**config.mk**
```make
export PLATFORM = sky130hd
export DESIGN_NAME = spi_host_byte_pipe
export DESIGN_NICKNAME = d
export VERILOG_FILES = /design/src/rtl/spi_host_byte_pipe.sv
export SDC_FILE = /design/constraint.sdc
export NUM_CORES = 1
export LEC_CHECK = 0
export ABC_AREA = 1
export BUFFER_PORTS_ARGS = -buffer_cell sky130_fd_sc_hd__buf_2
export CAP_MARGIN = 20
export CORE_ASPECT_RATIO = 0.6
export CORE_MARGIN = 5
export CORE_UTILIZATION = 49
export CTS_CLUSTER_DIAMETER = 40
export DETAILED_ROUTE_END_ITERATION = 8
export PLACE_DENSITY = 0.75
export SLEW_MARGIN = 5
export SYNTH_ARGS = -nofsm -noshare
export SYNTH_HDL_FRONTEND = slang
export SYNTH_SLANG_ARGS = --single-unit
```
**constraint.sdc**
```tcl
create_clock -name clk_i -period 1.6 [get_ports clk_i]
set_input_delay 0.48 -clock clk_i [delete_from_list [all_inputs] [get_ports clk_i]]
set_output_delay 0.48 -clock clk_i [all_outputs]
set_load 0.02 [all_outputs]
```
**src/rtl/spi_host_byte_pipe.sv**
```systemverilog
// spi_host_byte_pipe
//   Sits between the SPI host data FIFOs and the shift engine.
//   TX: takes 36-bit {data, byte-enable} words and serializes the enabled
//       bytes one at a time. Disabled bytes are skipped. An all-zero enable
//       word is accepted and dropped.
//   RX: packs received bytes into 32-bit words. A word is pushed when four
//       bytes have arrived or when a byte is marked last. Lanes that were not
//       filled read as zero.
//
// Parameters
//   ByteOrder : 0 = byte lane 0 (bits [7:0]) first, 1 = byte lane 3 first.
//
// Ports
//   clk_i, rst_ni           clock, asynchronous active-low reset
//   word_data_i/be_i        TX word and byte enables from the TX FIFO
//   word_valid_i/ready_o    TX word handshake
//   tx_byte_o/valid_o       byte to the shift engine
//   tx_byte_ready_i         shift engine takes the byte
//   rx_byte_i/last_i        byte from the shift engine, end-of-segment flag
//   rx_byte_valid_i/ready_o RX byte handshake
//   word_data_o/valid_o     packed RX word to the RX FIFO
//   word_ready_i            RX FIFO accepts the word
//   flush_i                 synchronous clear of all state
//   tx_idle_o, rx_idle_o    no TX bytes pending / RX packer and output empty
//
// Optional build macro SPI_HOST_BYTE_PIPE_STATS_EN adds tx_byte_cnt_o and
// rx_byte_cnt_o, saturating 16-bit byte handshake counters.

module spi_host_byte_pipe #(
  parameter logic ByteOrder = 1'b0
) (
  input  logic        clk_i,
  input  logic        rst_ni,
  input  logic [31:0] word_data_i,
  input  logic [3:0]  word_be_i,
  input  logic        word_valid_i,
  output logic        word_ready_o,
  output logic [7:0]  tx_byte_o,
  output logic        tx_byte_valid_o,
  input  logic        tx_byte_ready_i,
  input  logic [7:0]  rx_byte_i,
  input  logic        rx_byte_last_i,
  input  logic        rx_byte_valid_i,
  output logic        rx_byte_ready_o,
  output logic [31:0] word_data_o,
  output logic        word_valid_o,
  input  logic        word_ready_i,
  input  logic        flush_i,
  output logic        tx_idle_o,
  output logic        rx_idle_o
`ifdef SPI_HOST_BYTE_PIPE_STATS_EN
  ,
  output logic [15:0] tx_byte_cnt_o,
  output logic [15:0] rx_byte_cnt_o
`endif
);

  // ---------------------------------------------------------------- TX side
  logic [31:0] tx_data;
  logic [3:0]  tx_mask;
  logic [3:0]  tx_sel;
  logic [1:0]  tx_lane;
  logic [7:0]  tx_byte;
  logic        tx_single;
  logic        tx_fire;
  logic        word_fire;

  // Pick the first pending lane in transmit order.
  always_comb begin
    tx_sel  = '0;
    tx_byte = '0;
    tx_lane = '0;
    for (int unsigned i = 0; i < 4; i++) begin
      tx_lane = ByteOrder ? 2'(3 - i) : 2'(i);
      if (tx_mask[tx_lane] && (tx_sel == '0)) begin
        tx_sel[tx_lane] = 1'b1;
        tx_byte         = tx_data[{tx_lane, 3'b000} +: 8];
      end
    end
  end

  assign tx_single       = (tx_mask != '0) && ((tx_mask & (tx_mask - 4'd1)) == '0);
  assign tx_byte_valid_o = |tx_mask;
  assign tx_byte_o       = tx_byte;
  assign tx_fire         = tx_byte_valid_o & tx_byte_ready_i;
  // Accept the next word while the last pending byte is leaving, so words
  // stream back to back without a bubble.
  assign word_ready_o    = (tx_mask == '0) | (tx_single & tx_byte_ready_i);
  assign word_fire       = word_valid_i & word_ready_o;
  assign tx_idle_o       = (tx_mask == '0);

  always_ff @(posedge clk_i or negedge rst_ni) begin
    if (!rst_ni) begin
      tx_data <= '0;
      tx_mask <= '0;
    end else if (flush_i) begin
      tx_data <= '0;
      tx_mask <= '0;
    end else if (word_fire) begin
      // A word can only land when the final byte (if any) leaves this cycle,
      // so replacing the mask outright is correct.
      tx_data <= word_data_i;
      tx_mask <= word_be_i;
    end else if (tx_fire) begin
      tx_mask <= tx_mask & ~tx_sel;
    end
  end

  // ---------------------------------------------------------------- RX side
  logic [31:0] rx_asm;
  logic [31:0] rx_asm_next;
  logic [2:0]  rx_count;
  logic [1:0]  rx_lane;
  logic        rx_fire;
  logic        rx_done;
  logic        out_pop;

  assign rx_byte_ready_o = !word_valid_o | word_ready_i;
  assign rx_fire         = rx_byte_valid_i & rx_byte_ready_o;
  assign rx_lane         = ByteOrder ? 2'(3'd3 - rx_count) : rx_count[1:0];
  assign rx_done         = rx_fire & ((rx_count == 3'd3) | rx_byte_last_i);
  assign out_pop         = word_valid_o & word_ready_i;
  assign rx_idle_o       = (rx_count == '0) & !word_valid_o;

  // The assembly register is cleared whenever a word completes, so lanes not
  // yet written are already zero when a short word is pushed out.
  always_comb begin
    rx_asm_next = rx_asm;
    for (int unsigned i = 0; i < 4; i++) begin
      if (rx_lane == 2'(i)) begin
        rx_asm_next[8*i +: 8] = rx_byte_i;
      end
    end
  end

  always_ff @(posedge clk_i or negedge rst_ni) begin
    if (!rst_ni) begin
      rx_asm       <= '0;
      rx_count     <= '0;
      word_data_o  <= '0;
      word_valid_o <= 1'b0;
    end else if (flush_i) begin
      rx_asm       <= '0;
      rx_count     <= '0;
      word_data_o  <= '0;
      word_valid_o <= 1'b0;
    end else if (rx_done) begin
      // Output register is free or being popped this cycle; overwrite it.
      word_data_o  <= rx_asm_next;
      word_valid_o <= 1'b1;
      rx_asm       <= '0;
      rx_count     <= '0;
    end else begin
      if (rx_fire) begin
        rx_asm   <= rx_asm_next;
        rx_count <= rx_count + 3'd1;
      end
      if (out_pop) begin
        word_valid_o <= 1'b0;
      end
    end
  end

`ifdef SPI_HOST_BYTE_PIPE_STATS_EN
  always_ff @(posedge clk_i or negedge rst_ni) begin
    if (!rst_ni) begin
      tx_byte_cnt_o <= '0;
      rx_byte_cnt_o <= '0;
    end else if (flush_i) begin
      tx_byte_cnt_o <= '0;
      rx_byte_cnt_o <= '0;
    end else begin
      if (tx_fire && (tx_byte_cnt_o != '1)) begin
        tx_byte_cnt_o <= tx_byte_cnt_o + 16'd1;
      end
      if (rx_fire && (rx_byte_cnt_o != '1)) begin
        rx_byte_cnt_o <= rx_byte_cnt_o + 16'd1;
      end
    end
  end
`endif

endmodule
```
Word-level counts from Yosys, hierarchy flattened --
Cells that the tools add are included.
Word-level totals: input bits 52, logic and storage cells 72, output and inout bits 46, register bits after elaboration 104
Operators by class: bitwise gates (word level) 14, add/sub/neg operators 2, eq/ne operators 4, reductions and logical operators 18, multiplexer cells 28
Operators with widths (number):
- 2-to-1 mux 32 bit | 7
- 2-to-1 mux 8 bit | 8
- 2-to-1 mux 4 bit | 3
- 2-to-1 mux 3 bit | 3
- nonzero test 3 bit | 3
- AND 4 bit | 2
- zero test 4 bit | 2
- AND 1 bit | 7
- 2-to-1 mux 1 bit | 7
- zero test 3 bit | 2
- == test 2 bit (second input constant) | 2
- logical AND 1 bit | 4
- zero test 2 bit | 2
- NOT 4 bit | 1
- nonzero test 2 bit | 2
- nonzero test 4 bit | 1
- OR reduction 4 bit | 1
- subtractor 4 x 1 -> 4 bit (second input constant) | 1
- adder 3 x 1 -> 3 bit (second input constant) | 1
- == test 3 x 2 -> 1 bit (second input constant) | 1
- OR 1 bit | 3
- == test 2 x 1 -> 1 bit (second input constant) | 1
- zero test 1 bit | 1
- NOT 1 bit | 1

Logic depth before layout (Yosys ltp) --
Gate-level depths: netlist (run 1).
depth in word-level cells 15, depth in mapped cells 10, depth with buffers taken out 9

Worst setup path after synthesis (run 1) --
OpenSTA, ideal clock, no wires.
path type reg-to-output, start point register rx_count[0], end point output rx_idle_o, path buffers 2, setup slack -0.478 ns, arrival time 1.598 ns, data required time 1.120 ns, stages on the path, launching flop included 7, cells stage by stage dfrtp_1 > inv_1 > ha_1 > clkbuf_1 > clkbuf_1 > inv_1 > nor3_1
On the way: word-level cells in the longest chain between the ends 2
RTL lines:
- start, declared | line 112 | logic [2:0] rx_count;
- start signal, assigned | line 156 | rx_count <= rx_count + 3'd1;
- zero test 3 bit | line 123 | assign rx_idle_o = (rx_count == '0) & !word_valid_o;
- AND 1 bit | line 123
- end, declared | line 50 | output logic rx_idle_o
No other way between the ends.

Worst setup path after layout (run 1) --
start point register tx_mask[1], end point output tx_byte_o[0]
On the way: word-level cells in the longest chain between the ends 8, elaborated cells on any way between the ends 10, classes of those cells mux: 5; reduce/logical: 5
RTL lines:
- start, declared | line 60 | logic [3:0] tx_mask;
- start signal, assigned | line 103 | tx_mask <= word_be_i;
- start signal, assigned | line 105 | tx_mask <= tx_mask & ~tx_sel;
- logical AND 1 bit * | line 75 | if (tx_mask[tx_lane] && (tx_sel == '0)) begin
- 2-to-1 mux 1 bit | line 75
- zero test 2 bit | line 75
- logical AND 1 bit | line 75
- 2-to-1 mux 1 bit | line 75
- zero test 3 bit | line 75
- logical AND 1 bit | line 75
- 2-to-1 mux 8 bit * | line 75
- end, declared | line 38 | output logic [7:0] tx_byte_o,
Every way passes the cells marked *; elsewhere a longest branch is shown, timed or not.

==> results of run 1 <==
-- timing repair --
item                       4_1_cts  5_1_grt
buffers inserted                26        8
pin swaps                       17       14
setup endpoints to repair      100      117
gates resized for setup        202       79
cloned                          10        3
-- cells in the mapped netlist --
master    instances  area [um^2]
inv_1            34          128
o22ai_1          10         62.6
dfrtp_1         104         2600
nand3_1          91          455
clkbuf_2          1         5.00
buf_6             5         56.3
nor3_1            2         10.0
or2_2             1         6.26
clkinv_1          1         3.75
o211ai_2          1         12.5
buf_1             5         18.8
nor2_2            1         6.26
o21ai_2          14          123
a21oi_1          39          195
nand2_4           2         22.5
nand2_1          84          315
inv_2             1         3.75
ha_1              5         62.6
o21ai_1           1         5.00
o21ai_0          99          495
nor2_1            3         11.3
buf_2             5         25.0
nor2_8            1         20.0
nand2_2           3         18.8
clkbuf_1         20         75.1
-- area by class of cell --
type                            instances  area, um^2
Tap cell                              130         163
Fill cell                             535        2000
Inverter                               36         136
Clock inverter                          5         128
Timing Repair Buffer                  165        1560
Multi-Input combinational cell        357        2460
Sequential cell                       104        2610
Clock buffer                           11         243
-- state kept, by name, indices dropped and copies added, names as in the netlist --
name / count
rx_asm: 32
tx_data: 32
word_data_o: 32
tx_mask: 4
rx_count: 3
word_valid_o: 1
-- stage by stage --
step	hold WS (ns)	TNS [ns]	cell area, um^2	total power (W)	utilization
after floorplan	0.184	-0.865	4810	0.00369	-
after global placement	0.370	-0.239	5590	0.00411	0.602
after detailed placement	0.379	-2.34	5590	0.00416	0.602
after CTS	0.00837	-23.69	7030	0.00736	0.757
after global routing	0.0114	-27.38	7290	0.00788	0.785
final	0.00490	-23.68	7290	0.00761	0.785
-- critical path: stages (launching register included) --
cell and delay [ns]:
dfrtp_2 0.46, nor2_4 0.16, nand2_2 0.09, nor2_2 0.10
buf_6 0.14, nand2_1 0.06, nand2_1 0.08, buf_6 0.12
-- power by group through the flow --
stage | clock (W) | sequential, W | combinational (W)
floorplan | 0 | 0.00301 | 0.000674
global placement | 0 | 0.00297 | 0.00114
detailed placement | 0 | 0.00298 | 0.00118
CTS | 0.00273 | 0.00294 | 0.00169
global route | 0.00287 | 0.00298 | 0.00203
finish | 0.00272 | 0.00297 | 0.00192
-- cells by family after synthesis --
group	Yosys count	synth area share
and+or+nand+nor	188	0.183
AOI/OAI and AO/OA	164	0.188
DFF	104	0.549
buffers and inverters	72	0.0665
adders and majority gates	5	0.0132
-- metal layers --
layer,vias up,GRT usage,wire (um)
met3,78,0.0853,1560
met4,0,0.114,705
met2,330,0.434,8180
met1,2423,0.394,7270
li1,2119,-,-
met5,-,0,0
-- path summary, 6_finish.rpt --
check | start | end | slack, ns | depth (start not counted)
max in group asynchronous | rst_ni | word_valid_o | 1.05 | 2
setup reg to reg | rx_count[0] | word_data_o[22] | -0.25 | 10
min in group clk_i | word_data_i[17] | tx_data[17] | 0.32 | 3
hold reg to reg | rx_asm[1] | rx_asm[1] | 0.52 | 2
hold / removal | rst_ni | tx_data[14] | 0.005 | 1
setup / recovery | tx_mask[1] | tx_byte_o[0] | -0.45 | 7
==> metrics, run 1 <==
MaxCap Viol Count 0; Final setup viols 116; FF+latch count, synth 104; NetSw roughly 0.0022 W; Num CTS Buffers 9; Seq pwr share 0.390; Worst Path Arrival ~1.6 ns; CTS Buffer Depth 2; GRT Overall Usage 0.288; commonest cells after routing, fill and taps aside 101 x dfrtp_1, 83 x buf_2, 73 x nand2_1; CTS Sinks roughly 100; Port Buffers 97; Setup Crit Path Kind flip-flop to output pin; row cnt 27; cell total after placement approximately 760; Final min period 2.05 ns; Hold Violations, Final 0; Ys Warns 0; final-stage net count 730; Rel. slew slack 0.607; PD cells between 1000 and 1500 nW/um^2; Clock Skew 0.00641 ns; layout cells sized above 1 0.471; 1st-pass router iterations 5; Sw Ratio 0.294; GP Congestion 0.858; failing checks setup timing; final WL around 18000 um; Syn Inst Count between 500 and 600; first-pass GRT wire length between 20000 and 30000 um; die area 11800 um^2; Setup crit start kind flip-flop; Worst-path clk slew 0.07 ns; die height roughly 86 um; Comb power frac 0.252; vias in the first global route roughly 4800; clock network fraction of total power 0.358; DP HPWL ~9100 um; vias per cell 6.13; fin cells ~800; Routed Antenna Nets 0; Worst Hold Class primary input to async pin; drt first-iter violations approximately 570; Max Slew Vio Count 0; Routed WL per cell 21.9 um; final setup margin -0.452 ns; Lkg Pwr about 3.5 nW; H-tree depth 3; Die W roughly 140 um; Initial Util 0.510; CTS tree done; Antenna Diode Count 0; hold buffer count at CTS 0; Tcrit/Tclk final 1.28; Setup Slack @ Placement -0.0877 ns; area grow syn2layout 53.9%; Worst EP required roughly 1.1 ns; RSZ-0062 raised after global routing yes; fmax 487 MHz; Synth Area per Inst between 8 and 9 um^2; DRC 0; largest net degree at the start of global routing 45; I/O Pins 98; Pint roughly 0.0054 W; commonest non-fill, non-tap cell in the layout dfrtp_1; total gr overflow 0; crit path max fanout 8; Max VDD drop roughly 0.84 mV; outcome finished with violations; Post-Synthesis Net Count 590; clk_lat worst skew 0.35 ns; initial antenna violation count 0; Cell Area, Synth ~4700 um^2; Worst-Margin Slew 0.583 ns; overall via count from detail_route ~5000; sequential area share after synthesis 0.549; CTS root buf clkbuf_16; Crit. End Element output pin; Core ar. roughly 9300 um^2; distinct cell type count after synthesis 25
No activity file was read; power rests on OpenSTA's default activity.
==> inputs of run 2 (changes only) <==
--- a/config.mk
+++ b/config.mk
@@ -5,15 +5,14 @@
 export SDC_FILE = /design/constraint.sdc
 export NUM_CORES = 1
 export LEC_CHECK = 0
-export ABC_AREA = 1
 export BUFFER_PORTS_ARGS = -buffer_cell sky130_fd_sc_hd__buf_2
 export CAP_MARGIN = 20
 export CORE_ASPECT_RATIO = 0.6
 export CORE_MARGIN = 5
-export CORE_UTILIZATION = 49
+export CORE_UTILIZATION = 50
 export CTS_CLUSTER_DIAMETER = 40
 export DETAILED_ROUTE_END_ITERATION = 8
-export PLACE_DENSITY = 0.75
+export PLACE_DENSITY = 0.76
 export SLEW_MARGIN = 5
 export SYNTH_ARGS = -nofsm -noshare
 export SYNTH_HDL_FRONTEND = slang
==> run 2 against run 1 <==
Effect of this change: the flow still finishes with violations (setup timing); setup slack lost 0.031 ns; maximum frequency shrank 1.5%; via count shrank 3.1%; critical path type unchanged; critical endpoint is now tx_byte_o[3].
==> metrics, run 2 <==
I/O Pins 98; commonest cells after routing, fill and taps aside 102 x dfrtp_1, 97 x nand2_1, 83 x buf_2; Worst EP required about 1.1 ns; fmax roughly 480 MHz; top cells by count, synth 104 x dfrtp_1, 98 x nand2_1, 43 x nor2_1; CP bufs+invs 2; Routed Antenna Nets 0; GRT Overall Usage 0.268; MaxCap Viol Count 0; Syn Inst Count between 500 and 600; CTS tree done; crit path cell chain buf_6, nor3_4, and2_4, a221o_1, buf_6; first-pass GRT wire length roughly 26000 um; EDFF count, synth 0; Max Slew Vio Count 0; Max VDD drop 0.606 mV; drt first-iter violations 429; PD cells around 940 nW/um^2; Setup crit start kind flip-flop; final-stage net count ~730; 1st-pass router iterations 4; sequential area share after synthesis 0.500; Largest regs rx_asm x32, tx_data x32, word_data_o x32; Worst Path Arrival between 1.5 and 2 ns; Num CTS Buffers 9; die height around 90 um; Cell Area, Synth approximately 5200 um^2; most numerous cell in the Yosys netlist dfrtp_1; Routed WL per cell around 21 um; row cnt 28; Crit. End Element output pin; NetSw 0.00230 W; Setup Crit Path Kind flip-flop to output pin; Die W between 100 and 150 um; Clock Skew around 0.0077 ns; top cells by area, synth dfrtp_1 50%, nand2_1 7.1%, mux2i_1 6.2%; DRC 0; largest net degree at the start of global routing 63; FF+latch count, synth around 100; area grow syn2layout 47.8%; CTS root buf clkbuf_16; vias per cell 5.90; GP Congestion 0.874; final setup margin -0.483 ns; commonest non-fill, non-tap cell in the layout dfrtp_1; Rel. slew slack 0.735; Top cell by count, worst path buf_6; cell taking the most area after synthesis dfrtp_1; layout cells sized above 1 0.473; Sw Ratio 0.319; DP HPWL between 10000 and 15000 um; Final min period approximately 2.1 ns; CP delay by family, top simple AND/OR/NAND/NOR gates; overall via count from detail_route around 4800; clk_lat worst skew about 0.35 ns; Lkg Pwr approximately 3.5 nW; Worst-Margin Slew roughly 0.40 ns; Yosys top cell area share 0.500; final WL between 15000 and 20000 um; CP max stage cell dfrtp_1; Worst Hold Class primary input to flip-flop; CTS Sinks between 100 and 150; Port Buffers 97; Final setup viols ~120; crit path max fanout 8; failing checks setup timing; total gr overflow 0; Core ar. between 10000 and 15000 um^2; Total Power slightly above 0.007 W; Hold Violations, Final 0; Initial Util 0.519; Filler Cell Count roughly 650; Setup Slack @ Placement -0.317 ns; Multi-input gate area about 3000 um^2; die area ~13000 um^2; vias in the first global route roughly 4800; Tcrit/Tclk final 1.30; Comb power frac 0.294; Ys Warns 0; Post-Synthesis Net Count 609; H-tree depth 3; Pint just under 0.005 W; distinct cell type count after synthesis 37; FF/Latch Area around 2600 um^2; Worst-path clk slew approximately 0.07 ns; RSZ-0062 raised after global routing yes; Seq pwr share 0.419; initial antenna violation count 1; Main synth FF type dfrtp_1; slowest stage delay, CP roughly 0.40 ns; clock network fraction of total power 0.287; CTS Buffer Depth 2; asr flop ratio synth 1.00; Synth Area per Inst roughly 9.4 um^2; outcome finished with violations
run 2: worst reg2reg max path, cell delays in order (launching register included):
cell and delay, ns:
dfrtp_1 0.40, buf_6 0.14, or3b_4 0.38, buf_6 0.12, a211oi_2 0.18, a31o_4 0.26
clkbuf_16 0.22, mux2i_1 0.19
run 2: cell type report:
type,count,area share
Antenna cell,1,0.000325
Clock buffer,11,0.0316
Clock inverter,4,0.00407
Inverter,10,0.00553
Multi-Input combinational cell,383,0.389
Sequential cell,104,0.339
Tap cell,135,0.0220
Timing Repair Buffer,166,0.209
run 2: final timing paths:
check | start | endpoint | slack (ns) | cells after the start
hold / removal | word_data_i[11] | tx_data[11] | 0.38 | 3
setup / recovery | tx_mask[2] | tx_byte_o[3] | -0.48 | 5
max in group asynchronous | rst_ni | tx_mask[1] | 0.51 | 3
hold reg to reg | rx_asm[12] | rx_asm[12] | 0.48 | 2
setup reg to reg | tx_mask[2] | tx_data[21] | -0.37 | 7
min in group asynchronous | rst_ni | word_data_o[21] | 0.51 | 2
run 2: logic make-up after synthesis:
kind of cell,synth area share
simple gates,0.153
compound gates,0.198
flops,0.500
buf+inv,0.0714
mux,0.0616
fa+ha+maj,0.0142
xor+xnor,0.00168
run 2: per-layer routing:
metal	global-route usage	wire length (um)
met5	0	0
met2	0.419	8290
met1	0.371	7740
met3	0.0716	1090
met4	0.0801	280
run 2: stage by stage:
step / util / instance area (um^2) / TNS [ns] / instances / hold WS, ns
4_1_cts: 0.722 / 7230 / -29.86 / 805 / 0.372
3_3_place_gp: 0.596 / 5980 / -10.69 / 768 / 0.322
6_report: 0.767 / 7690 / -31.60 / 814 / 0.377
2_1_floorplan: - / 5330 / -3.66 / 552 / 0.184
3_5_place_dp: 0.596 / 5980 / -17.73 / 768 / 0.329
5_1_grt: 0.767 / 7690 / -37.13 / 814 / 0.382
run 2: timing repair:
action / in CTS / in global routing
pin swaps: 22 / 19
hold buffers: 1 / 0
endpoints found under the hold margin: 7 / 0
cloned: 9 / 6
setup endpoints to repair: 105 / 117
buffers inserted: 14 / 5
gates resized for setup: 172 / 75
run 2: power groups by stage:
stage | Sequential [W] | Clock, W | Combinational, W
2_1_floorplan | 0.00305 | 0 | 0.000924
3_3_place_gp | 0.00301 | 0 | 0.00138
3_5_place_dp | 0.00302 | 0 | 0.00143
4_1_cts | 0.00300 | 0.00208 | 0.00184
5_1_grt | 0.00305 | 0.00220 | 0.00226
6_report | 0.00303 | 0.00207 | 0.00212
==> inputs of run 3 (changes only) <==
--- a/config.mk
+++ b/config.mk
@@ -13,6 +13,7 @@
 export CTS_CLUSTER_DIAMETER = 40
 export DETAILED_ROUTE_END_ITERATION = 8
 export PLACE_DENSITY = 0.76
+export SETUP_SLACK_MARGIN = 0.3
 export SLEW_MARGIN = 5
 export SYNTH_ARGS = -nofsm -noshare
 export SYNTH_HDL_FRONTEND = slang
==> constraint.sdc (replaced) <==
create_clock -name clk_i -period 1.6 [get_ports clk_i]
set_input_delay 0.08 -clock clk_i [delete_from_list [all_inputs] [get_ports clk_i]]
set_output_delay 0.08 -clock clk_i [all_outputs]
set_load 0.02 [all_outputs]
==> run 3 against run 2 <==
Effect of this change: the flow still finishes with violations (setup timing); design area rose by 2.8%; combinational power grew 4%; die area is the same; critical path type is now flip-flop to flip-flop; clock skew shrank 0.0024 ns; setup slack better by 0.30 ns; register-to-register slack improved by 0.18 ns.
==> metrics, run 3 (synthesis results as in run 2) <==
CTS Sinks 104; Setup Crit Path Kind flip-flop to flip-flop; Lkg Pwr 3.58 nW; Die W around 140 um; final-stage net count 754; RSZ-0062 raised after global routing yes; final setup margin -0.188 ns; H-tree depth 3; Worst Hold Class primary input to flip-flop; failing checks setup timing; MaxCap Viol Count 0; drt first-iter violations slightly below 500; GP Congestion between 0.8 and 0.9; largest net degree at the start of global routing 40; crit path max fanout 7; Tcrit/Tclk final 1.12; fmax around 560 MHz; final WL ~17000 um; GRT Overall Usage 0.270; Initial Util 0.519; area grow syn2layout 51.9%; total gr overflow 0; Core ar. 10000 um^2; Worst-path clk slew roughly 0.07 ns; Worst Path Arrival between 2 and 2.5 ns; Largest regs rx_asm x32, tx_data x32, word_data_o x32; row cnt 28; DP Area ~5900 um^2; outcome finished with violations; Worst-Margin Slew slightly above 0.5 ns; DP HPWL around 9800 um; Setup crit start kind flip-flop; final instance area between 7000 and 8000 um^2; Routed WL per cell ~21 um; setup tns final -13.43 ns; clk_lat worst skew between 0.3 and 0.4 ns; first-pass GRT wire length between 20000 and 30000 um; Filler Cell Count a little over 600; commonest cells after routing, fill and taps aside 101 x dfrtp_1, 97 x nand2_1, 84 x buf_2; vias per cell 5.95; CTS root buf clkbuf_16; Clock Skew 0.00531 ns; Crit. End Element flip-flop; PD cells 929 nW/um^2; DRC 0; die height approximately 90 um; Worst R2R Setup Slack -0.19 ns; Worst EP required about 1.9 ns; commonest non-fill, non-tap cell in the layout dfrtp_1; 1st-pass router iterations 5; worst hold margin about 0.0050 ns; Rel. slew slack 0.660; overall via count from detail_route ~5000; Max Slew Vio Count 0; Final min period 1.79 ns; Hold Violations, Final 0; Routed Antenna Nets 0; CTS Buffer Depth 2; Port Buffers just under 100; CTS tree done; Antenna Diode Count 0; I/O Pins 98; Max VDD drop 0.651 mV; vias in the first global route just under 5000; Num CTS Buffers 9; Final setup viols between 100 and 150; initial antenna violation count 0; layout cells sized above 1 0.450; die area about 13000 um^2
run 3: cell types whose count changed in the layout (fill, tap and decap cells not counted), sizes merged:
cell and change:
dlygate4sd3 +32, diode -1, clkinv +2, buf -9, clkinvlp -3, bufbuf +1
inv +1
run 3: power breakdown:
group	switching, W	leakage [nW]	internal [W]
clock network	0.000968	0.143	0.00114
registers	0.000187	1.40	0.00284
logic	0.00114	2.03	0.00107
total	0.00229	3.58	0.00505
run 3: worst paths after layout:
| kind | endpoint | from | depth (start not counted) |
|---|---|---|---|
| max | tx_data[26] | tx_mask[3] | 5 |
| min | tx_data[22] | word_data_i[22] | 3 |
| max reg2reg | tx_data[26] | tx_mask[3] | 5 |
| min reg2reg | rx_asm[13] | rx_asm[13] | 2 |
| max in group asynchronous | tx_mask[2] | rst_ni | 3 |
| min in group asynchronous | word_data_o[22] | rst_ni | 2 |
run 3: layout make-up:
| type | count | area, um^2 | share of cell area |
|---|---|---|---|
| multi-input combinational | 383 | 2940 | 0.371 |
| sequential | 104 | 2610 | 0.330 |
| timing repair buffer | 189 | 1860 | 0.235 |
| clock buffer | 12 | 256 | 0.0324 |
| tap | 135 | 169 | 0.0214 |
| inverter | 10 | 55.1 | 0.00696 |
| clock inverter | 4 | 27.5 | 0.00348 |
run 3: worst max-delay path, cell delays in order, from the launching register on:
cell and delay [ns]:
dfrtp_1 0.41, or3b_4 0.42, a211oi_2 0.19, a31o_4 0.25, clkbuf_16 0.20, mux2i_1 0.21
run 3: repair_timing:
item                                   CTS  global route
pin swaps                               15            12
setup endpoints to repair              116           117
cloned                                  10             6
setup buffers                           11             4
gates resized for setup                179            47
hold buffers                            33             0
endpoints found under the hold margin   59             0
run 3: per-layer routing:
layer  vias up  wire [um]  track usage
li1       2215          -            -
met1      2459       7350        0.380
met2       265       8180        0.421
met3        38       1610       0.0684
met4         0        337       0.0784
met5         -          0            0
run 3: through the flow:
| step | total power [W] | worst slack (ns) | utilization | instances |
|---|---|---|---|---|
| 4_1_cts | 0.00711 | -0.129 | 0.754 | 827 |
| 2_1_floorplan | 0.00396 | -0.0444 | - | 552 |
| 3_5_place_dp | 0.00441 | -0.133 | 0.591 | 757 |
| 6_report | 0.00734 | -0.188 | 0.789 | 837 |
| 5_1_grt | 0.00764 | -0.258 | 0.789 | 837 |
| 3_3_place_gp | 0.00436 | -0.0643 | 0.591 | 757 |
